File: config.mk
export PLATFORM = sky130hd
export DESIGN_NAME = frame_timing_ctrl
export DESIGN_NICKNAME = d
export VERILOG_FILES = /design/src/rtl/frame_timing_ctrl.sv
export SDC_FILE = /design/constraint.sdc
export NUM_CORES = 1
export LEC_CHECK = 0
export ABC_AREA = 0
export BUFFER_PORTS_ARGS = -buffer_cell sky130_fd_sc_hd__buf_2
export CORE_MARGIN = 4
export CORE_UTILIZATION = 45
export DETAILED_ROUTE_END_ITERATION = 8
export PLACE_DENSITY = 0.68
export SYNTH_ARGS = -nofsm -noshare
export SYNTH_HDL_FRONTEND = slang
export SYNTH_SLANG_ARGS = --single-unit
File: constraint.sdc
create_clock -name clk -period 3.02 [get_ports clk]
set_clock_uncertainty 0.15 [all_clocks]
set_input_delay 0 -clock clk [delete_from_list [all_inputs] [get_ports clk]]
set_output_delay 0 -clock clk [all_outputs]
set_load 0.01 [all_outputs]
File: src/rtl/frame_timing_ctrl.sv
// Frame timing sequencer: FVAL/LVAL/DVAL generation, frame/line strobes and
// frame-aligned pattern select (manual or auto-cycling).
//
// state       | meaning
// IDLE        | stopped, all timing outputs low, waits for enable
// FV_SETUP    | single fval-high cycle before the first line, sel updated
// LINE_ACTIVE | lval/dval high for DVAL_HIGH cycles
// LINE_BLANK  | lval low for H_BLANK cycles after each line
// FRAME_BLANK | fval low for V_BLANK cycles, enable sampled at the end
module frame_timing_ctrl #(
  parameter int unsigned DVAL_HIGH          = 640,
  parameter int unsigned ROW_COUNT          = 480,
  parameter int unsigned H_BLANK            = 32,
  parameter int unsigned V_BLANK            = 4,
  parameter int unsigned FRAMES_PER_PATTERN = 4
) (
  input  logic        clk,
  input  logic        rst_n,
  input  logic        enable,
  input  logic        auto_mode,
  input  logic [2:0]  sel_in,
  output logic        fval,
  output logic        lval,
  output logic        dval,
  output logic        lval_negedge,
  output logic        fval_posedge,
  output logic [2:0]  sel,
  output logic [15:0] frame_count,
  output logic        busy
);

  typedef enum logic [2:0] {
    IDLE,
    FV_SETUP,
    LINE_ACTIVE,
    LINE_BLANK,
    FRAME_BLANK
  } state_t;

  localparam logic [15:0] PIX_LAST = 16'(DVAL_HIGH - 1);
  localparam logic [15:0] ROW_LAST = 16'(ROW_COUNT - 1);
  localparam logic [15:0] HB_LAST  = 16'(H_BLANK - 1);
  localparam logic [15:0] VB_LAST  = 16'(V_BLANK - 1);
  localparam logic [15:0] FPP      = 16'(FRAMES_PER_PATTERN);

  state_t      state_q, state_d;
  logic [15:0] pix_q, pix_d;
  logic [15:0] blank_q, blank_d;
  logic [15:0] line_q, line_d;
  logic [15:0] fpp_q, fpp_d;
  logic [2:0]  sel_d;

  function automatic logic [2:0] next_pattern(input logic [2:0] cur);
    case (cur)
      3'b000:  return 3'b001;
      3'b001:  return 3'b010;
      3'b010:  return 3'b011;
      3'b011:  return 3'b111;
      default: return 3'b000;
    endcase
  endfunction

  function automatic logic in_sequence(input logic [2:0] cur);
    return (cur == 3'b000) || (cur == 3'b001) || (cur == 3'b010) ||
           (cur == 3'b011) || (cur == 3'b111);
  endfunction

  always_comb begin
    state_d = state_q;
    pix_d   = pix_q;
    blank_d = blank_q;
    line_d  = line_q;
    case (state_q)
      IDLE: begin
        if (enable) state_d = FV_SETUP;
      end
      FV_SETUP: begin
        state_d = LINE_ACTIVE;
        pix_d   = PIX_LAST;
        line_d  = 16'd0;
      end
      LINE_ACTIVE: begin
        if (pix_q == 16'd0) begin
          state_d = LINE_BLANK;
          blank_d = HB_LAST;
        end else begin
          pix_d = pix_q - 16'd1;
        end
      end
      LINE_BLANK: begin
        if (blank_q != 16'd0) begin
          blank_d = blank_q - 16'd1;
        end else if (line_q == ROW_LAST) begin
          state_d = FRAME_BLANK;
          blank_d = VB_LAST;
        end else begin
          state_d = LINE_ACTIVE;
          pix_d   = PIX_LAST;
          line_d  = line_q + 16'd1;
        end
      end
      FRAME_BLANK: begin
        if (blank_q != 16'd0) begin
          blank_d = blank_q - 16'd1;
        end else begin
          state_d = enable ? FV_SETUP : IDLE;
          line_d  = 16'd0;
        end
      end
      default: state_d = IDLE;
    endcase
  end

  // Pattern select only moves on the edge into FV_SETUP; a zero per-pattern
  // count marks "not currently auto-cycling" so the next auto frame restarts.
  always_comb begin
    sel_d = sel;
    fpp_d = fpp_q;
    if (state_d == FV_SETUP) begin
      if (!auto_mode) begin
        sel_d = sel_in;
        fpp_d = 16'd0;
      end else if ((fpp_q == 16'd0) || !in_sequence(sel)) begin
        sel_d = 3'b000;
        fpp_d = 16'd1;
      end else if (fpp_q >= FPP) begin
        sel_d = next_pattern(sel);
        fpp_d = 16'd1;
      end else begin
        fpp_d = fpp_q + 16'd1;
      end
    end else if (state_d == IDLE) begin
      fpp_d = 16'd0;
    end
  end

  always_ff @(posedge clk or negedge rst_n) begin
    if (!rst_n) begin
      state_q      <= IDLE;
      pix_q        <= 16'd0;
      blank_q      <= 16'd0;
      line_q       <= 16'd0;
      fpp_q        <= 16'd0;
      sel          <= 3'b000;
      fval         <= 1'b0;
      lval         <= 1'b0;
      dval         <= 1'b0;
      lval_negedge <= 1'b0;
      fval_posedge <= 1'b0;
      frame_count  <= 16'd0;
      busy         <= 1'b0;
    end else begin
      state_q      <= state_d;
      pix_q        <= pix_d;
      blank_q      <= blank_d;
      line_q       <= line_d;
      fpp_q        <= fpp_d;
      sel          <= sel_d;
      fval         <= (state_d == FV_SETUP) || (state_d == LINE_ACTIVE) ||
                      (state_d == LINE_BLANK);
      lval         <= (state_d == LINE_ACTIVE);
      dval         <= (state_d == LINE_ACTIVE);
      lval_negedge <= (state_d == LINE_BLANK) && (state_q == LINE_ACTIVE);
      fval_posedge <= (state_d == FV_SETUP);
      busy         <= (state_d != IDLE);
      if ((state_d == FRAME_BLANK) && (state_q != FRAME_BLANK))
        frame_count <= frame_count + 16'd1;
    end
  end

endmodule

==> results.toml <==
[floorplan]
fp.dieH_um = 109
fp.dieW_um = 109
fp.coreArea_mm2 = 0.00982
pin_count = 32
dieArea_mm2 = 0.0118
initial_core_util_pct = 46.6
rows = 36

[cts]
cts_buffers = 9
root_buffer = "clkbuf_8"
insertion_delay_ps = 370
cts_tree = "built"
clk_pin_slew_ps = 100
cts_sinks = 91
cts_resized = 0
post-cts-setup-buffers = 0
h-tree-depth = 3
clockBufferDepth = 2

[drt]
wl_per_cell_um = 14.9
via_per_inst = 5.68
ant_nets = 0
drc = 0
finalWirelength_um = 9840
drt_iter0_drc = 256
dr.pass1.iters = 4
vias = 3735

[global_routing]
grt_pass1_wl_um = 16900
gr-total-overflow = 0
grt_start_max_net_pins = 61
antenna_found_initial = 0
grt_util_all_layers_pct = 17.9
grt_pass1_vias = 3609

[placement]
gp_congestion = 0.827
place_area_mm2 = 0.00489
io_buffer_count = 31
dp_cells = 636
hpwlAfterDp_um = 6800

[worst_hold_path]
hp-class = "input port to async pin"

[timing]
worst_pin_slew_ps = 1220
hold_viol_final = 0
rsz0062_at_grt = "false"
period_minus_slack_ps = 2770
timing.slew.headroom_pct = 18.2
setup_tns_ps = 0
max_freq_mhz = 361
holdWs_ps = 80.3
fin_crit_sh_pct = 91.8
slew_violations = 0
finalSetupViolCount = 0

[critical_path]
path_max_fanout = 18
cp.required_ps = 3170
r2r_slack_ps = 250
cp-start-kind = "flip-flop"
end_kind = "flip-flop"
crit_arrival_ps = 2920
criticalPathCategory = "flip-flop to flip-flop"

[synth]
yosysMostFrequentCell = "dfrtp_1"
muxShareOfSynthArea_pct = 0.219
synthAdderAreaFrac_pct = 1.91
synthXorXnorAreaFrac_pct = 3.64
synth_top_area_cell = "dfrtp_1"
synth_area_per_cell_um2 = 9.54
synth_compound_area_share_pct = 15.4
synthTopCellsByCount = "dfrtp_1, nand2_1, nor2_1"
netlist_area_mm2 = 0.00458
netlist_top_cells_area = "dfrtp_1, nand2_1, nor2_1"
yosysUniqueCellTypes = 59
synthSimpleGateAreaFrac_pct = 25.2
synthesis.nets = 494
synth_top_family_by_area = "simple AND/OR/NAND/NOR gates"
ys_seq_area_share_pct = 49.8
synth_top_area_share_pct = 49.8
synth_ff_type = "dfrtp_1"
async_flop_share_pct = 100
ys_warn_count = 0
ys_ff_latch = 91
syn_inst = 480
synth_edf_count = 0

[finish]
num-nets-final = 534
fin_util_pct = 52.5
design_area_mm2 = 0.00516
syn_to_final_growth_pct = 12.7
finalNonFillerCells = 658
antennaDiodeCount = 0
layout-drive-gt1-share_pct = 13.7

[status]
status = "complete, no violations"

[power_and_ir_drop]
power_density_mw_per_mm2 = 606
seq_power_share_pct = 45.5
power_switching_mw = 1.18
p_comb_share_pct = 28.0
power_frac_clock_pct = 26.6
worst_ir_drop_vdd_v = 0.000298
total_leakage_power_nw = 2.44
intPower_mw = 1.95
swShare_pct = 37.7

[job]
max_cap_violations = 0
==> worst max-delay path, stage by stage (launching register included) <==
cell,delay [ps]
dfrtp_1,430
ha_1,250
and4_1,260
nand4_1,200
a21boi_0,180
or4_4,570
or4_1,510
a21oi_1,160
==> sequential cells by signal, summed over array words and instances, names as in the netlist <==
register / cells
blank_q: 16
busy: 1
dval: 1
fpp_q: 16
frame_count: 16
fval: 1
fval_posedge: 1
line_q: 16
lval_negedge: 1
pix_q: 16
sel: 3
state_q: 3
==> through the flow <==
step           worst slack (ps)  total power [mW]
3_5_place_dp                283              2.31
4_1_cts                     260              3.15
5_1_grt                    5.51              3.34
2_1_floorplan               379              2.08
6_report                    248              3.13
3_3_place_gp                282              2.29
==> cell usage in the layout (no fill, tap or decap), types with 5 or more instances in the layout <==
| cell type | n |
|---|---|
| or4_1 | 8 |
| xnor2_1 | 9 |
| nor2_1 | 38 |
| nor4_1 | 12 |
| a22o_1 | 5 |
| ha_1 | 7 |
| a31oi_1 | 7 |
| o21ai_0 | 26 |
| a21oi_1 | 23 |
| nand2_1 | 42 |
| nor2b_1 | 5 |
| and3_1 | 12 |
| nand4_1 | 11 |
| dlygate4sd3_1 | 6 |
| o21ai_1 | 17 |
| nor3_1 | 15 |
| dfrtp_1 | 91 |
| nand3_1 | 14 |
| clkbuf_8 | 9 |
| buf_4 | 12 |
| xor2_1 | 10 |
| buf_2 | 30 |
| inv_1 | 19 |
| or3_1 | 7 |
| o31ai_1 | 6 |
| and2_1 | 19 |
==> worst paths after layout <==
check                           cells after the start            start         endpoint
worst max-delay path                                7        line_q[0]        pix_q[12]
worst min-delay path                                2            rst_n             dval
worst max register to register                      7        line_q[0]        pix_q[12]
worst min register to register                      1  frame_count[15]  frame_count[15]
max in group asynchronous                           3            rst_n       blank_q[0]
min in group clk                                    1  frame_count[15]  frame_count[15]
==> per-layer routing <==
metal  track usage [%]  routed length, µm  vias to the layer above
met5                 0                  0                        -
met4              8.48                173                        0
met3              2.96                389                       14
met2              28.3               4710                       89
met1              24.0               4570                     1811
li1                  -                  -                     1821
==> cells by family (layout without fill, tap and decap cells) <==
| kind of cell | count (synthesis) | after routing |
|---|---|---|
| AO/OA/AOI/OAI | 112 | 112 |
| XOR/XNOR | 19 | 19 |
| adder cells (fa/ha/maj) | 7 | 7 |
| buffers and inverters | 41 | 86 |
| flip-flops | 91 | 91 |
| multiplexers | 1 | 1 |
| AND/OR/NAND/NOR | 209 | 209 |
==> power by group through the flow <==
| stage | logic [mW] | clock network [mW] | registers (mW) |
|---|---|---|---|
| floorplan | 0.643 | 0 | 1.44 |
| global placement | 0.849 | 0 | 1.44 |
| detailed placement | 0.871 | 0 | 1.44 |
| CTS | 0.880 | 0.852 | 1.42 |
| global route | 0.996 | 0.904 | 1.44 |
| finish | 0.875 | 0.830 | 1.42 |
==> cell type report <==
cell class | count | area, µm²
clock buffers | 9 | 124
clock inverters | 7 | 81.3
fillers | 916 | 4660
inverters | 22 | 82.6
multi-input cells | 348 | 2130
flip-flops and latches | 91 | 2280
well taps | 133 | 166
repair buffers | 48 | 300
==> repair_timing <==
item | 4_1_cts | 5_1_grt
endpoints found under the setup margin | 0 | 0
hold buffers | 6 | 0
endpoints found under the hold margin | 66 | 0
(Power assumes the default switching activity.)
